**src/rtl/reset_seq_pkg.sv**
```systemverilog
// Shared types and constants for the staged UART reset sequencer.
package reset_seq_pkg;

    typedef enum logic [1:0] {
        HOLD    = 2'd0,
        RELEASE = 2'd1,
        RUN     = 2'd2
    } seq_state_e;

    localparam int DEF_HOLD_CYCLES = 16;
    localparam int DEF_STAGES      = 3;
    localparam int DEF_STAGE_GAP   = 4;
    localparam int DEF_CNT_W       = 8;

    localparam int                RCNT_W   = 4;
    localparam logic [RCNT_W-1:0] RCNT_MAX = 4'd15;

    function automatic logic [RCNT_W-1:0] rcnt_sat_inc(input logic [RCNT_W-1:0] v);
        return (v == RCNT_MAX) ? v : v + 1'b1;
    endfunction

endpackage

```
**src/rtl/reset_seq_timer.sv**
```systemverilog
// Saturating up-counter shared by the hold interval and the inter-stage gap.
module reset_seq_timer
    import reset_seq_pkg::*;
#(
    parameter int CNT_W = DEF_CNT_W
) (
    input  logic             clk,
    input  logic             rst_n,
    input  logic             clr_i,
    input  logic             load_i,
    input  logic [CNT_W-1:0] load_val_i,
    input  logic             en_i,
    input  logic [CNT_W-1:0] term_i,
    output logic             match_o
);

    logic [CNT_W-1:0] cnt_q;
    logic [CNT_W-1:0] cnt_d;

    always_comb begin
        cnt_d = cnt_q;
        if (clr_i) begin
            cnt_d = '0;
        end else if (load_i) begin
            cnt_d = load_val_i;
        end else if (en_i && (cnt_q != '1)) begin
            cnt_d = cnt_q + 1'b1;
        end
    end

    always_ff @(posedge clk or negedge rst_n) begin
        if (!rst_n) begin
            cnt_q <= '0;
        end else begin
            cnt_q <= cnt_d;
        end
    end

    // Flags the edge on which the next increment lands on the terminal value.
    assign match_o = ((cnt_q + 1'b1) == term_i);

endmodule

```
**src/rtl/reset_sequencer.sv**
```systemverilog
// Holds all UART sub-domains in reset for a minimum time, then releases them
// one at a time in thermometer order; counts re-resets for debug readout.
module reset_sequencer
    import reset_seq_pkg::*;
#(
    parameter int HOLD_CYCLES = DEF_HOLD_CYCLES,
    parameter int STAGES      = DEF_STAGES,
    parameter int STAGE_GAP   = DEF_STAGE_GAP,
    parameter int CNT_W       = DEF_CNT_W
) (
    input  logic              clk,
    input  logic              reset_n,
    input  logic              reset_req,
    output logic [STAGES-1:0] rst_stage_n,
    output logic              busy,
    output logic              ready,
    output logic [3:0]        reset_count
);

    seq_state_e        state_q;
    logic [STAGES-1:0] stage_q;
    logic              busy_q;
    logic              ready_q;
    logic [RCNT_W-1:0] rcnt_q;

    logic              tmr_clr;
    logic              tmr_load;
    logic              tmr_en;
    logic [CNT_W-1:0]  tmr_term;
    logic              tmr_match;
    logic [STAGES-1:0] stg_next;

    assign stg_next = (stage_q << 1) | STAGES'(1);

    always_comb begin
        tmr_clr  = 1'b0;
        tmr_load = 1'b0;
        tmr_en   = 1'b0;
        tmr_term = CNT_W'(HOLD_CYCLES);
        case (state_q)
            HOLD, RELEASE: begin
                if (state_q == RELEASE) begin
                    tmr_term = CNT_W'(STAGE_GAP);
                end
                if (reset_req) begin
                    tmr_clr = 1'b1;
                end else begin
                    tmr_en   = 1'b1;
                    tmr_load = tmr_match;
                end
            end
            RUN:     tmr_clr = reset_req;
            default: tmr_clr = 1'b1;
        endcase
    end

    reset_seq_timer #(
        .CNT_W(CNT_W)
    ) u_timer (
        .clk       (clk),
        .rst_n     (reset_n),
        .clr_i     (tmr_clr),
        .load_i    (tmr_load),
        .load_val_i('0),
        .en_i      (tmr_en),
        .term_i    (tmr_term),
        .match_o   (tmr_match)
    );

    always_ff @(posedge clk or negedge reset_n) begin
        if (!reset_n) begin
            state_q <= HOLD;
            stage_q <= '0;
            busy_q  <= 1'b1;
            ready_q <= 1'b0;
            rcnt_q  <= '0;
        end else begin
            case (state_q)
                HOLD: begin
                    if (!reset_req && tmr_match) begin
                        stage_q <= STAGES'(1);
                        if (STAGES == 1) begin
                            state_q <= RUN;
                            busy_q  <= 1'b0;
                            ready_q <= 1'b1;
                        end else begin
                            state_q <= RELEASE;
                        end
                    end
                end
                RELEASE: begin
                    if (reset_req) begin
                        state_q <= HOLD;
                        stage_q <= '0;
                        rcnt_q  <= rcnt_sat_inc(rcnt_q);
                    end else if (tmr_match) begin
                        stage_q <= stg_next;
                        if (stg_next == '1) begin
                            state_q <= RUN;
                            busy_q  <= 1'b0;
                            ready_q <= 1'b1;
                        end
                    end
                end
                RUN: begin
                    if (reset_req) begin
                        state_q <= HOLD;
                        stage_q <= '0;
                        busy_q  <= 1'b1;
                        ready_q <= 1'b0;
                        rcnt_q  <= rcnt_sat_inc(rcnt_q);
                    end
                end
                default: begin
                    // Corrupted state: fall back to a fully asserted HOLD.
                    state_q <= HOLD;
                    stage_q <= '0;
                    busy_q  <= 1'b1;
                    ready_q <= 1'b0;
                end
            endcase
        end
    end

    assign rst_stage_n = stage_q;
    assign busy        = busy_q;
    assign ready       = ready_q;
    assign reset_count = rcnt_q;

    a_thermometer: assert property (@(posedge clk) disable iff (!reset_n)
        ((stage_q + STAGES'(1)) & stage_q) == '0);
    a_busy_ready: assert property (@(posedge clk) disable iff (!reset_n)
        busy_q != ready_q);

endmodule

```
**config.mk**
```make
export PLATFORM = sky130hd
export DESIGN_NAME = reset_sequencer
export DESIGN_NICKNAME = d
export VERILOG_FILES = /design/src/rtl/reset_seq_pkg.sv /design/src/rtl/reset_seq_timer.sv /design/src/rtl/reset_sequencer.sv
export SDC_FILE = /design/constraint.sdc
export NUM_CORES = 1
export LEC_CHECK = 0
export CAP_MARGIN = 5
export CORE_MARGIN = 2
export CORE_UTILIZATION = 30
export DETAILED_ROUTE_END_ITERATION = 8
export PLACE_DENSITY_LB_ADDON = 0.2
export SLEW_MARGIN = 10
export SYNTH_ARGS = -nofsm -noshare
export SYNTH_HDL_FRONTEND = slang
export SYNTH_HIERARCHICAL = 1
export SYNTH_SLANG_ARGS = --single-unit
```
**constraint.sdc**
```tcl
create_clock -name clk -period 3 [get_ports clk]
set_input_delay 0.6 -clock clk [delete_from_list [all_inputs] [get_ports clk]]
set_output_delay 0.6 -clock clk [all_outputs]
set_load 0.01 [all_outputs]
```
==> metrics.md <==
| Metric | Value |
|---|---|
| Vias/cell | ~5 |
| Comb power frac | 50.0% |
| Placed Cells | 228 |
| Routed WL | 3.12 mm |
| Synth async-reset ratio | 100% |
| Status | finished clean |
| Slowest stage delay, CP | 0.46 ns |
| Crit-path most repeated cell | inv_1 |
| Achievable frequency | 0.359 GHz |
| WL per Instance | about 13 µm |
| Most frequent cells in the layout | dfrtp_1, conb_1, inv_1, nand2_1, clkdlybuf4s50_1 |
| Number of global-route vias before repair | roughly 1.2k |
| Post-CTS Hold Fix Bufs | 0 |
| Initial core utilization | a little under a third |
| Cell Area, Synth | 1430 µm² |
| DRC Markers | 0 |
| Post-CTS Setup Inserts | 0 |
| Clk buf depth | 2 |
| Clock Skew | 0.00357 ns |
| Worst-path clk slew | 0.08 ns |
| I/O Buffers | 11 |
| Max IR drop VDD | 0.000386 V |
| CP max-delay cell | a2111oi_2 |
| Final worst path period need | 2.79 ns |
| Netlist cell types | 54 |
| Num CTS Buffers | 3 |
| I/O pins | 12 |
| Pwr/cell area | 705 nW/µm² |
| Syn avg cell area | 9.35 µm² |
| Yosys reg bits | 19 |
| Post-DP Area | 1640 µm² |
| Worst Path Class, Setup | reg2reg |
| Ys Warns | 6 |
| Worst Path Arrival | 2.94 ns |
| Drt initial violations | 50 |
| Sw Ratio | 38.9% |
| Worst Path Buf+Inv | 2 |
| Final Hold Slack | 0.511 ns |
| Startpoint type of the worst setup path | flop |
| Layout cells sized above 1 | 13.5% |
| First-pass GRT wire length | 5.49 mm |
| Total inserted antenna cells | 0 |
| CTS tree | done |
| Total gr overflow | 0 |
| CTS root buf | clkbuf_8 |
| Core ar. | about 4700 µm² |
| Critical-path cell list | inv_1 > ha_1 > inv_1 > xnor2_1 > or3_1 > a2111oi_2 > nor3b_2 > a21o_2 > mux2_4 |
| Nets | 190 |
| Post-route ant nets | 0 |
| Delay-heaviest family, CP | simple AND/OR/NAND/NOR gates |
| Synth Flop Type | dfrtp_1 |
| Fin cells | 232 |
| Die span in x | 73.0 µm |
| Number of synthesized flops with an enable pin | 0 |
| Initial antenna violation count | 0 |
| Total GRT Usage | 13.3% |
| Largest net degree at the start of global routing | 20 |
| Worst skew pair latency | 0.26 ns |
| TNS Setup | 0 ns |
| Sw power | 465 µW |
| Seq/Total Area, Yosys | between 30% and 40% |
| Flop pwr share | 34.1% |
| Worst Hold Class | reg2reg |
| Site Rows | 25 |
| Final Cell Area | 1690 µm² |
| Via count | about 1.2k |
| Post-Synthesis Cells | roughly 150 |
| Clock Power Share | 15.9% |
| Area grow syn2layout | 18.4% |
| Chip Height | 73.0 µm |
| Crit end category | flop |
| DR pass1 iterations | 4 |
| Sink Count | 19 |
| Final number of max-transition violations | 0 |
| Gpl congestion | 0.823 |
| Most common cell after layout, fill and taps aside | dfrtp_1 |
| Endpoints failing setup | 0 |
| CP Data Required Time | roughly 3.2 ns |
| Full die area | 5340 µm² |
| Final hold vios | 0 |
| Int Pwr | 729 µW |
| Leakage power total | roughly 0.7 nW |
| CTS HTree Levels | 1 |
| Final worst path period share | between 90% and 100% |
| Detailed placement HPWL | 2.33 mm |
| Max FO, Critical Path | 5 |
| Maxcap violations | 0 |
-- final timing paths --
path / startpoint / endpoint / slack (ns) / cells past startpoint
setup / recovery: state_q[1] / rst_stage_n[0] / 0.21 / 9
hold reg to reg: ready / ready / 0.51 / 1
hold / removal: ready / ready / 0.51 / 1
setup reg to reg: state_q[1] / rst_stage_n[0] / 0.21 / 9
max in group asynchronous: reset_n / busy / 2.06 / 2
min in group asynchronous: reset_n / reset_count[2] / 0.67 / 2
-- power by group through the flow --
| stage | combinational [mW] | clock (mW) | sequential, mW |
|---|---|---|---|
| global placement | 0.590 | 0 | 0.410 |
| finish | 0.596 | 0.190 | 0.407 |
| global route | 0.669 | 0.210 | 0.423 |
| CTS | 0.598 | 0.196 | 0.410 |
| detailed placement | 0.594 | 0 | 0.414 |
| floorplan | 0.381 | 0 | 0.420 |
-- metal layers --
metal / GRT usage (%) / wire length (µm) / up-vias
met5: 0 / 0 / -
met3: 1.66 / 113 / 6
met2: 20.6 / 1460 / 38
li1: - / - / 585
met4: 6.58 / 61 / 0
met1: 18.2 / 1480 / 557
-- cell type report --
class	count	area (µm²)
tap	54	67.6
multi-input combinational	128	913
clock inverter	1	5.00
timing repair buffer	16	148
sequential	19	477
inverter	11	41.3
fill	464	2970
clock buffer	3	41.3
-- sequential cells by signal (all words and copies together) (netlist names) --
| signal | cells |
|---|---|
| ready | 1 |
| reset_count | 4 |
| rst_stage_n | 3 |
| state_q | 2 |
| u_timer/cnt_q | 8 |
| busy | 1 |
-- kinds of logic after synthesis --
logic type | Yosys count | share of synthesized area, %
xor gates and xnor gates | 13 | 7.96
DFF | 19 | 33.3
buffers and inverters | 19 | 6.56
muxes | 6 | 5.07
and+or+nand+nor | 51 | 20.6
adders and majority gates | 8 | 7.00
AOI/OAI and AO/OA | 36 | 19.2
other | 1 | 0.262
-- stage by stage --
step / utilization [%] / power [mW] / setup WS, ns
2_1_floorplan: - / 0.802 / 0.414
3_5_place_dp: 35.2 / 1.01 / 0.125
5_1_grt: 36.3 / 1.30 / -0.00446
6_report: 36.3 / 1.19 / 0.214
3_3_place_gp: 35.2 / 1.00 / 0.240
4_1_cts: 36.2 / 1.20 / 0.107
-- cell usage after synthesis, drive strengths merged, types with 3 or more instances --
| master | number | area (µm²) |
|---|---|---|
| nor3 | 3 | 15.0 |
| xor2 | 4 | 35.0 |
| buf | 6 | 43.8 |
| nand3 | 7 | 40.0 |
| a21oi | 8 | 40.0 |
| nand2 | 11 | 41.3 |
| ha | 8 | 100 |
| a211oi | 5 | 42.5 |
| or3 | 4 | 25.0 |
| nor2 | 8 | 30.0 |
| mux2 | 4 | 52.6 |
| xnor2 | 9 | 78.8 |
| nand2b | 3 | 18.8 |
| and3 | 4 | 31.3 |
| and2 | 3 | 18.8 |
| o21ai | 4 | 20.0 |
| dfrtp | 18 | 450 |
| o211ai | 3 | 22.5 |
| inv | 11 | 41.3 |
-- worst register-to-register path, delay by kind of cell, from the launching register on --
kind                       cells  cell delay [ns]
AOI/OAI and AO/OA              2             0.66
buffers and inverters          2             0.22
DFF                            1             0.43
and+or+nand+nor                2             0.69
adders and majority gates      1             0.22
muxes                          1             0.31
xor gates and xnor gates       1             0.13
-- what timing repair did --
item | in CTS | in global routing
setup endpoints to repair | 0 | 1
hold endpoints to repair | 0 | 0
resized for setup | 0 | 1
(Power assumes the default switching activity.)
